===== src/rtl/icache_refill_ctrl.sv =====
// ---------------------------------------------------------------------------
// icache_refill_ctrl
//
// Control FSM for a direct-mapped, one-word-per-line instruction cache.
// A fetch is looked up against externally stored valid/tag/data memories.
// These memories have a registered read: the index driven on CacheIndexRead
// is returned on Valid/TagRead/DataRead one cycle later. On a miss the word
// is fetched from the next level and written into the line. The same word
// is delivered to the requester in that cycle.
//
// Address split (byte address): tag = addr[31:9], index = addr[8:2],
// addr[1:0] ignored.
//
// Optional feature: define ICACHE_PERF_EN to add the MissCount output, a
// 16-bit saturating count of lookup misses.
//
// Ports
//   clk             in   sole clock, rising edge
//   nReset          in   asynchronous active-low reset
//   FetchReq        in   fetch request (held by requester until Hit)
//   FetchAddr       in   fetch byte address
//   Valid           in   stored valid bit (registered read)
//   TagRead         in   stored tag (registered read)
//   DataRead        in   stored instruction (registered read)
//   CacheIndexRead  out  read index to the valid/tag/data memories
//   CacheIndexWrite out  index of the line being refilled
//   WriteValid      out  write strobe: set valid, write tag and data
//   TagWrite        out  tag to write
//   DataWrite       out  instruction to write
//   MemReq          out  refill request to next level
//   MemAddr         out  refill word address
//   MemAck          in   refill data valid
//   MemData         in   refill data
//   MissCount       out  saturating miss counter (ICACHE_PERF_EN only)
//   Hit             out  instruction delivered this cycle
//   InstOut         out  delivered instruction
//   Stall           out  fetch stall
// ---------------------------------------------------------------------------
module icache_refill_ctrl #(
  parameter int INDEX_W = 7,
  parameter int TAG_W   = 23
) (
  input  logic               clk,
  input  logic               nReset,
  input  logic               FetchReq,
  input  logic [31:0]        FetchAddr,
  input  logic               Valid,
  input  logic [TAG_W-1:0]   TagRead,
  input  logic [31:0]        DataRead,
  output logic [INDEX_W-1:0] CacheIndexRead,
  output logic [INDEX_W-1:0] CacheIndexWrite,
  output logic               WriteValid,
  output logic [TAG_W-1:0]   TagWrite,
  output logic [31:0]        DataWrite,
  output logic               MemReq,
  output logic [31:0]        MemAddr,
  input  logic               MemAck,
  input  logic [31:0]        MemData,
`ifdef ICACHE_PERF_EN
  output logic [15:0]        MissCount,
`endif
  output logic               Hit,
  output logic [31:0]        InstOut,
  output logic               Stall
);

  typedef enum logic [1:0] {
    IDLE,
    LOOKUP,
    REFILL,
    UPDATE
  } state_t;

  state_t       state_q, state_d;

  // Only the word address is kept; the byte offset never matters.
  logic [29:0]  addr_q, addr_d;
  logic [31:0]  data_q, data_d;

  logic [INDEX_W-1:0] addr_index;
  logic [TAG_W-1:0]   addr_tag;
  logic               lookup_hit;
  logic               unused_byte_offset;

  assign addr_index         = addr_q[INDEX_W-1:0];
  assign addr_tag           = addr_q[29 -: TAG_W];
  assign unused_byte_offset = ^FetchAddr[1:0];

  // The memory outputs seen in LOOKUP belong to the index that was presented
  // in the accepting cycle, i.e. to the address now held in addr_q.
  assign lookup_hit = Valid && (TagRead == addr_tag);

  // State, latched address and captured refill word.
  always_ff @(posedge clk or negedge nReset) begin
    if (!nReset) begin
      state_q <= IDLE;
      addr_q  <= '0;
      data_q  <= '0;
    end else begin
      state_q <= state_d;
      addr_q  <= addr_d;
      data_q  <= data_d;
    end
  end

  // Next-state and output logic. Data-type outputs are driven to zero when
  // not meaningful so that reset and idle show a clean all-zero interface.
  always_comb begin
    state_d         = state_q;
    addr_d          = addr_q;
    data_d          = data_q;
    CacheIndexRead  = FetchAddr[INDEX_W+1:2];
    CacheIndexWrite = '0;
    WriteValid      = 1'b0;
    TagWrite        = '0;
    DataWrite       = '0;
    MemReq          = 1'b0;
    MemAddr         = '0;
    Hit             = 1'b0;
    InstOut         = '0;
    Stall           = 1'b0;

    unique case (state_q)
      IDLE: begin
        if (FetchReq) begin
          addr_d  = FetchAddr[31:2];
          state_d = LOOKUP;
        end
      end

      LOOKUP: begin
        if (lookup_hit) begin
          Hit     = 1'b1;
          InstOut = DataRead;
          // A hit cycle can accept the next fetch, giving one hit per cycle.
          if (FetchReq) begin
            addr_d  = FetchAddr[31:2];
            state_d = LOOKUP;
          end else begin
            state_d = IDLE;
          end
        end else begin
          Stall   = 1'b1;
          state_d = REFILL;
        end
      end

      REFILL: begin
        CacheIndexRead = addr_index;
        MemReq         = 1'b1;
        MemAddr        = {addr_q, 2'b00};
        Stall          = 1'b1;
        if (MemAck) begin
          data_d  = MemData;
          state_d = UPDATE;
        end
      end

      UPDATE: begin
        // Line write and delivery happen together. A following fetch to the
        // same line reads the memories after this write edge and hits.
        CacheIndexRead  = addr_index;
        CacheIndexWrite = addr_index;
        WriteValid      = 1'b1;
        TagWrite        = addr_tag;
        DataWrite       = data_q;
        Hit             = 1'b1;
        InstOut         = data_q;
        state_d         = IDLE;
      end

      default: begin
        state_d = IDLE;
      end
    endcase
  end

`ifdef ICACHE_PERF_EN
  logic [15:0] miss_count_q, miss_count_d;

  // Counts each lookup miss once, holding at all-ones instead of wrapping.
  always_comb begin
    miss_count_d = miss_count_q;
    if ((state_q == LOOKUP) && !lookup_hit && (miss_count_q != 16'hFFFF)) begin
      miss_count_d = miss_count_q + 16'd1;
    end
  end

  always_ff @(posedge clk or negedge nReset) begin
    if (!nReset) begin
      miss_count_q <= '0;
    end else begin
      miss_count_q <= miss_count_d;
    end
  end

  assign MissCount = miss_count_q;
`endif

endmodule


===== config.mk =====
export PLATFORM = sky130hd
export DESIGN_NAME = icache_refill_ctrl
export DESIGN_NICKNAME = d
export VERILOG_FILES = /design/src/rtl/icache_refill_ctrl.sv
export SDC_FILE = /design/constraint.sdc
export NUM_CORES = 1
export LEC_CHECK = 0
export BUFFER_PORTS_ARGS = -buffer_cell sky130_fd_sc_hd__buf_2
export CORE_UTILIZATION = 35
export DETAILED_ROUTE_END_ITERATION = 7
export PLACE_DENSITY = 0.77
export SLEW_MARGIN = 40
export SYNTH_ARGS = -nofsm -noshare
export SYNTH_HDL_FRONTEND = slang
export SYNTH_SLANG_ARGS = --single-unit

===== constraint.sdc =====
create_clock -name clk -period 1.9 [get_ports clk]
set_input_delay 0.19 -clock clk [delete_from_list [all_inputs] [get_ports clk]]
set_output_delay 0.19 -clock clk [all_outputs]
set_load 0.05 [all_outputs]

==> results.ini, run 1 <==
[outcome]
status = complete, but fails checks
violations = setup timing

[power]
ir_drop_v = 0.001238
p_leak_nw = 3.629
p_per_area_mw_per_mm2 = 1836

[yosys]
netlist_area_mm2 = 0.003771
yosys-top-cells-count = and2_1, mux2_2, dfrtp_1, a21o_1, xnor2_1
synth.distinct_cells = 24
synth_top_cell_by_area = dfrtp_1
ys_async_sr_fraction_pct = 100.0
synth_seq_area_share_pct = 42.47
synth_warnings = 0
synth_most_common_cell = and2_1
synth_area_leaders = dfrtp_1, mux2_2, and2_1
synthCells = 346
yosysTopAreaCellShare_pct = 42.47
ys_ff_latch = 64
synth_flop_cell = dfrtp_1
syn_area_per_cell_um2 = 10.90
synth_edf_count = 0

[die]
num_rows = 37
die_area_mm2 = 0.01119
die-height_um = 105.8
start_util_pct = 36.37
io_pins = 261
coreArea_mm2 = 0.01037
die_x_um = 105.8

[route]
ant_nets = 0
first_pass_iters = 4
drc = 0
routed-wl-met3_um = 978
highest_layer = met4
wl_met1_mm = 5.050
vias_per_cell = 4.868
wl_met2_mm = 7.415
drt_iter0_drc = 145
via_count = 3836
routed_wl_mm = 13.85
avgRoutedWirePerCell_um = 17.58

[setup_path]
arrival_ns = 2.32
cp.required_ns = 1.71
cp_max_fo = 17
criticalPathCategory = flip-flop to output port
worstSetupStartpoint = addr_q[28]
cp-end-kind = output port
critPathLaunchType = flip-flop
reg2reg_from = addr_q[7]

[timing]
setup_violations = 71
skew_ns = 0.006685
layout_setup_ws_ns = -0.6096
max_freq_mhz = 398.5
hold_violations = 0
finalCriticalPeriod_ns = 2.510
finalCritPeriodShare_pct = 132.1
tns_ns = -24.08
slew_viol_final = 0
rsz0062_at_grt = true

[cts]
root_buffer = clkbuf_8
clk_path_buf_depth = 2
cts_tree = built
cts_buffers = 9
cts.sinks = 64
clk_pin_slew_ns = 0.08
insertion_delay_ns = 0.35
h-tree-depth = 3

[placement]
placedCellCount = 753
gp_congestion = 0.7921
portBuffers = 256
pre_cts_ws_ns = -0.3353
dpl_cell_area_mm2 = 0.005615
dpl.hpwl_mm = 8.712

[final_layout]
design_area_mm2 = 0.006994
final_cells = 788
final_net_count = 775
finalCoreUtilization_pct = 67.45
area_growth_pct = 85.47
layout-drive-gt1-share_pct = 75.12

[global_route]
grt_pass1_vias = 3884
grt_first_pass_wirelength_mm = 19.20
grt_antenna_before_repair = 1
grt.total_usage_pct = 22.38
grt_max_degree = 65
grt-ovfl-total = 0

[hold_path]
hold_path_startpoint = MemData[11]
hold_class = primary input to flip-flop

[job]
drv_cap = 0

[timing repair]
item	CTS	global route
gates resized for setup	134	191
gates cloned	3	4
setup endpoints to repair	124	155
pin swaps	7	7
hold buffers	1	0
buffers inserted	8	7
hold endpoints to repair	64	0
[where the power goes]
part           leakage (nW)  switching (mW)  total, mW  internal (mW)
Clock                 0.119           0.575       1.45          0.873
Sequential            0.762           0.495       2.56           2.07
Combinational          2.75            4.90       8.83           3.93
[kinds of logic (layout without fill, tap and decap cells)]
| logic type | after synthesis | count (layout) | synth area share [%] |
|---|---|---|---|
| AND/OR/NAND/NOR | 120 | 120 | 19.28 |
| buffers and inverters | 26 | 330 | 3.218 |
| multiplexers | 69 | 69 | 20.60 |
| XOR/XNOR | 23 | 23 | 5.342 |
| AO/OA/AOI/OAI | 38 | 38 | 7.332 |
| other | 1 | 3 | 0.09944 |
| adder cells (fa/ha/maj) | 5 | 5 | 1.659 |
| flip-flops | 64 | 64 | 42.47 |
[per-layer routing]
layer	GRT usage, %	vias to the layer above
li1	-	1777
met1	22.89	1837
met2	42.90	193
met3	6.370	29
met4	7.837	0
met5	0	-
[placed cells by master, fill, tap and decap left out, types with 3 or more instances in the layout]
cell type | Yosys | layout
clkbuf_16 | 0 | 3
buf_16 | 0 | 3
mux2_4 | 0 | 8
and2_4 | 0 | 37
a21o_2 | 0 | 30
inv_1 | 4 | 3
buf_12 | 0 | 8
nor2_1 | 5 | 4
and2_2 | 0 | 10
dfrtp_1 | 64 | 63
buf_2 | 3 | 127
xnor2_1 | 23 | 17
bufinv_16 | 0 | 3
buf_4 | 5 | 70
buf_8 | 0 | 26
buf_6 | 0 | 50
mux2_2 | 69 | 61
nand4_1 | 9 | 9
clkbuf_8 | 0 | 9
xnor2_2 | 0 | 5
ha_1 | 5 | 3
clkbuf_4 | 0 | 22
and2_1 | 94 | 47
nand2_1 | 6 | 6
[worst max-delay path, stage by stage (launching register included)]
cell and delay, ns:
dfrtp_1 0.42, xnor2_2 0.22, nand4_1 0.16, nor4_2 0.38
and3_4 0.30, buf_12 0.17, a21o_2 0.16, buf_6 0.15
[final cells by class]
type	count	area (µm²)
clock inverter	7	120.1
sequential	64	1603
fill	731	3376
clock buffer	9	123.9
multi-input combinational	257	2352
inverter	4	15.01
timing repair buffer	310	2608
tap	136	170.2
antenna	1	2.502
[path summary, 6_finish.rpt]
check,slack (ns),depth (start not counted),end
worst max-delay path,-0.61,7,InstOut[11]
worst min-delay path,0.06,2,data_q[11]
worst max register to register,-0.18,8,addr_q[17]
worst min register to register,0.50,1,data_q[27]
max in group asynchronous,1.21,3,addr_q[8]
min in group asynchronous,0.39,3,data_q[20]
[sequential cells by signal, summed over array words and instances (netlist names), named ones only]
name / cells
addr_q: 30
state_q: 1
data_q: 32
[per-stage QoR]
stage	power [mW]	hold WS [ns]
2_1_floorplan	7.633	-0.1056
6_report	12.84	0.06314
3_3_place_gp	9.405	0.2286
3_5_place_dp	9.561	0.2380
4_1_cts	11.93	0.03285
5_1_grt	13.42	0.03664
Power figures use the tool's default switching activity.
==> run 2, diff against run 1 <==
Settings changed: CORE_AREA set to 2 2 101 103, CORE_UTILIZATION 35 to not set, CTS_CLUSTER_DIAMETER set to 80, DIE_AREA set to 0 0 103 105, GPL_TIMING_DRIVEN set to 0, PLACE_DENSITY 0.77 to 0.83.
==> results.ini, run 2 (synthesis gave the netlist of run 1 again) <==
[final_layout]
layout_common_cells = buf_2, buf_6, and2_4
layout-drive-gt1-share_pct = 79.75  ; +4.6 points
n_fill_cell = 596  ; -18%
design_area_mm2 = 0.007463  ; +6.7%
finalCoreUtilization_pct = 77.43  ; +10 points
reg.largest.list = data_q x32, addr_q x30, state_q x1
area_growth_pct = 97.91
final_net_count = 777  ; +0.26%
regMostFlops = data_q
final_common_cell = buf_2
largest_reg_flops = 32  ; unchanged

[power]
p_sw_mw = 6.216  ; +4.1%
p_leak_nw = 3.770  ; +3.9%
seq_power_share_pct = 20.4  ; +0.5 points
intPower_mw = 7.156  ; +4.1%
power_frac_comb_pct = 70.3  ; +1.5 points
switching_share_pct = 46.49  ; about the same
clockPowerShare_pct = 9.3  ; -2.0 points
p_per_area_mw_per_mm2 = 1792  ; -2.4%
ir_drop_v = 0.001196  ; -3.4%

[timing]
hold_violations = 0  ; unchanged
rsz0062_at_grt = true
skew_ns = 0.005575  ; -0.001110 ns
finalCriticalPeriod_ns = 2.526  ; +0.01678 ns
max_freq_mhz = 395.8  ; -0.66%
layout_setup_ws_ns = -0.6264  ; -0.01678 ns
setup_violations = 96  ; +35%
slew_viol_final = 0  ; unchanged
finalCritPeriodShare_pct = 133.0  ; +0.88 points

[die]
die_area_mm2 = 0.01082  ; -3.4%
die_x_um = 103  ; -2.6%
start_util_pct = 39.12  ; +2.8 points
coreArea_mm2 = 0.009639  ; -7.0%
io_pins = 261  ; unchanged
die-height_um = 105  ; -0.76%
num_rows = 36  ; -2.7%

[hold_path]
hold_class = primary input to flip-flop
min_to = data_q[10]
hold_path_startpoint = MemData[10]
holdPathStages = 2  ; unchanged

[outcome]
status = complete, but fails checks
violations = setup timing

[route]
highest_layer = met4
via_count = 3913  ; +2.0%
first_pass_iters = 4  ; unchanged
wl_met1_mm = 5.569  ; +10%
drt_iter0_drc = 81  ; -44%
wl_met2_mm = 8.510  ; +15%
drc = 0  ; unchanged
avgRoutedWirePerCell_um = 19.85  ; +13%
routed-wl-met3_mm = 1.208  ; +24%
ant_nets = 0  ; unchanged
routed_wl_mm = 15.62  ; +13%
vias_per_cell = 4.972  ; +2.1%

[global_route]
grt_first_pass_wirelength_mm = 20.82  ; +8.4%
grt_antenna_before_repair = 2  ; +1
grt.total_usage_pct = 25.36  ; +3.0 points
grt-ovfl-total = 0  ; unchanged
grt_pass1_vias = 4190  ; +7.9%
grt_max_degree = 36  ; -45%

[placement]
portBuffers = 256  ; unchanged
dpl.hpwl_mm = 9.665  ; +11%
gp_congestion = 0.8304  ; +4.8%
dpl_cell_area_mm2 = 0.005380  ; -4.2%

[setup_path]
reg2reg_from = addr_q[23]
criticalPathCategory = flip-flop to output port
critPathLaunchType = flip-flop
ff2ff_setup_slack_ns = -0.14  ; +0.04 ns
critPathMaxStageDelay_ns = 0.44  ; +0.02 ns
reg2regPathDepth = 7  ; -1
arrival_ns = 2.34  ; +0.02 ns
cp.required_ns = 1.71  ; about the same
crit_slowest_cell = dfrtp_1
crit_chain = xnor2_2 -> nand4_1 -> nor4_4 -> and3_4 -> buf_8 -> a21o_2 -> buf_8
crit_path_frequent_cell = buf_8
r2r-end = addr_q[26]
cp-end-kind = output port
cp_max_fo = 10  ; -7

[cts]
clk_path_buf_depth = 2  ; unchanged
clk_pin_slew_ns = 0.07  ; about the same
h-tree-depth = 3  ; unchanged
cts_tree = built
root_buffer = clkbuf_8
cts.sinks = 64  ; unchanged
insertion_delay_ns = 0.34  ; about the same
cts_buffers = 9  ; unchanged

[job]
drv_cap = 0  ; unchanged

==> run 2: worst max-delay path by stage <==
stage	startpoint	to	slack [ns]	cells past startpoint
after floorplan	state_q[0]	InstOut[24]	-0.1	5
after global placement	addr_q[28]	InstOut[7]	-0.55	8
after detailed placement	addr_q[27]	InstOut[7]	-0.57	8
after CTS	addr_q[20]	InstOut[5]	-0.62	8
after global routing	addr_q[9]	InstOut[24]	-0.72	7
final	addr_q[24]	InstOut[24]	-0.63	7
==> run 2: timing repair <==
item | CTS | global route
hold endpoints to repair | 34 | 0
setup buffers | 17 | 10
hold buffers | 1 | 0
pin swaps | 10 | 20
setup endpoints to repair | 193 | 158
cloned | 3 | 5
gates resized for setup | 319 | 166
==> run 2: metrics by stage <==
stage | cells | setup slack, ns | power (mW) | hold slack [ns] | TNS [ns]
2_1_floorplan | 347 | -0.09973 | 7.633 | -0.1056 | -0.9320
3_3_place_gp | 736 | -0.5539 | 8.957 | 0.4216 | -32.30
3_5_place_dp | 737 | -0.5712 | 9.147 | 0.1761 | -41.64
4_1_cts | 772 | -0.6195 | 12.19 | 0.05738 | -23.80
5_1_grt | 787 | -0.7200 | 13.89 | 0.05731 | -33.39
6_report | 787 | -0.6264 | 13.37 | 0.07945 | -24.75
==> run 2: worst max-delay path, delay by kind of cell, from the launching register on <==
| family | cells | cell delay (ns) |
|---|---|---|
| compound gates | 1 | 0.17 |
| xor+xnor | 1 | 0.23 |
| flops | 1 | 0.44 |
| simple gates | 3 | 0.85 |
| buf+inv | 2 | 0.31 |
==> run 2: power by group through the flow <==
stage	clock, mW	sequential [mW]	combinational, mW
after detailed placement	0	2.65	6.49
after floorplan	0	2.46	5.18
after global placement	0	2.59	6.37
after CTS	1.26	2.65	8.28
after global routing	1.32	2.82	9.75
final	1.24	2.73	9.40
==> run 2: layout make-up <==
| cell class | instances | area, µm² | share of cell area, % |
|---|---|---|---|
| Sequential cell | 64 | 1607 | 21.53 |
| Clock buffer | 11 | 131.4 | 1.760 |
| Tap cell | 133 | 166.4 | 2.230 |
| Multi-Input combinational cell | 257 | 2520 | 33.76 |
| Timing Repair Buffer | 292 | 2694 | 36.09 |
| Clock inverter | 4 | 70.07 | 0.9388 |
| Antenna cell | 2 | 5.005 | 0.06706 |
| Inverter | 4 | 20.02 | 0.2682 |
| Buffer | 20 | 250.2 | 3.353 |
==> run 2: layer usage <==
metal	vias up	global-route usage [%]
met1	1909	26.33
met4	0	10.90
met3	28	5.886
met2	201	47.22
li1	1775	-
met5	-	0
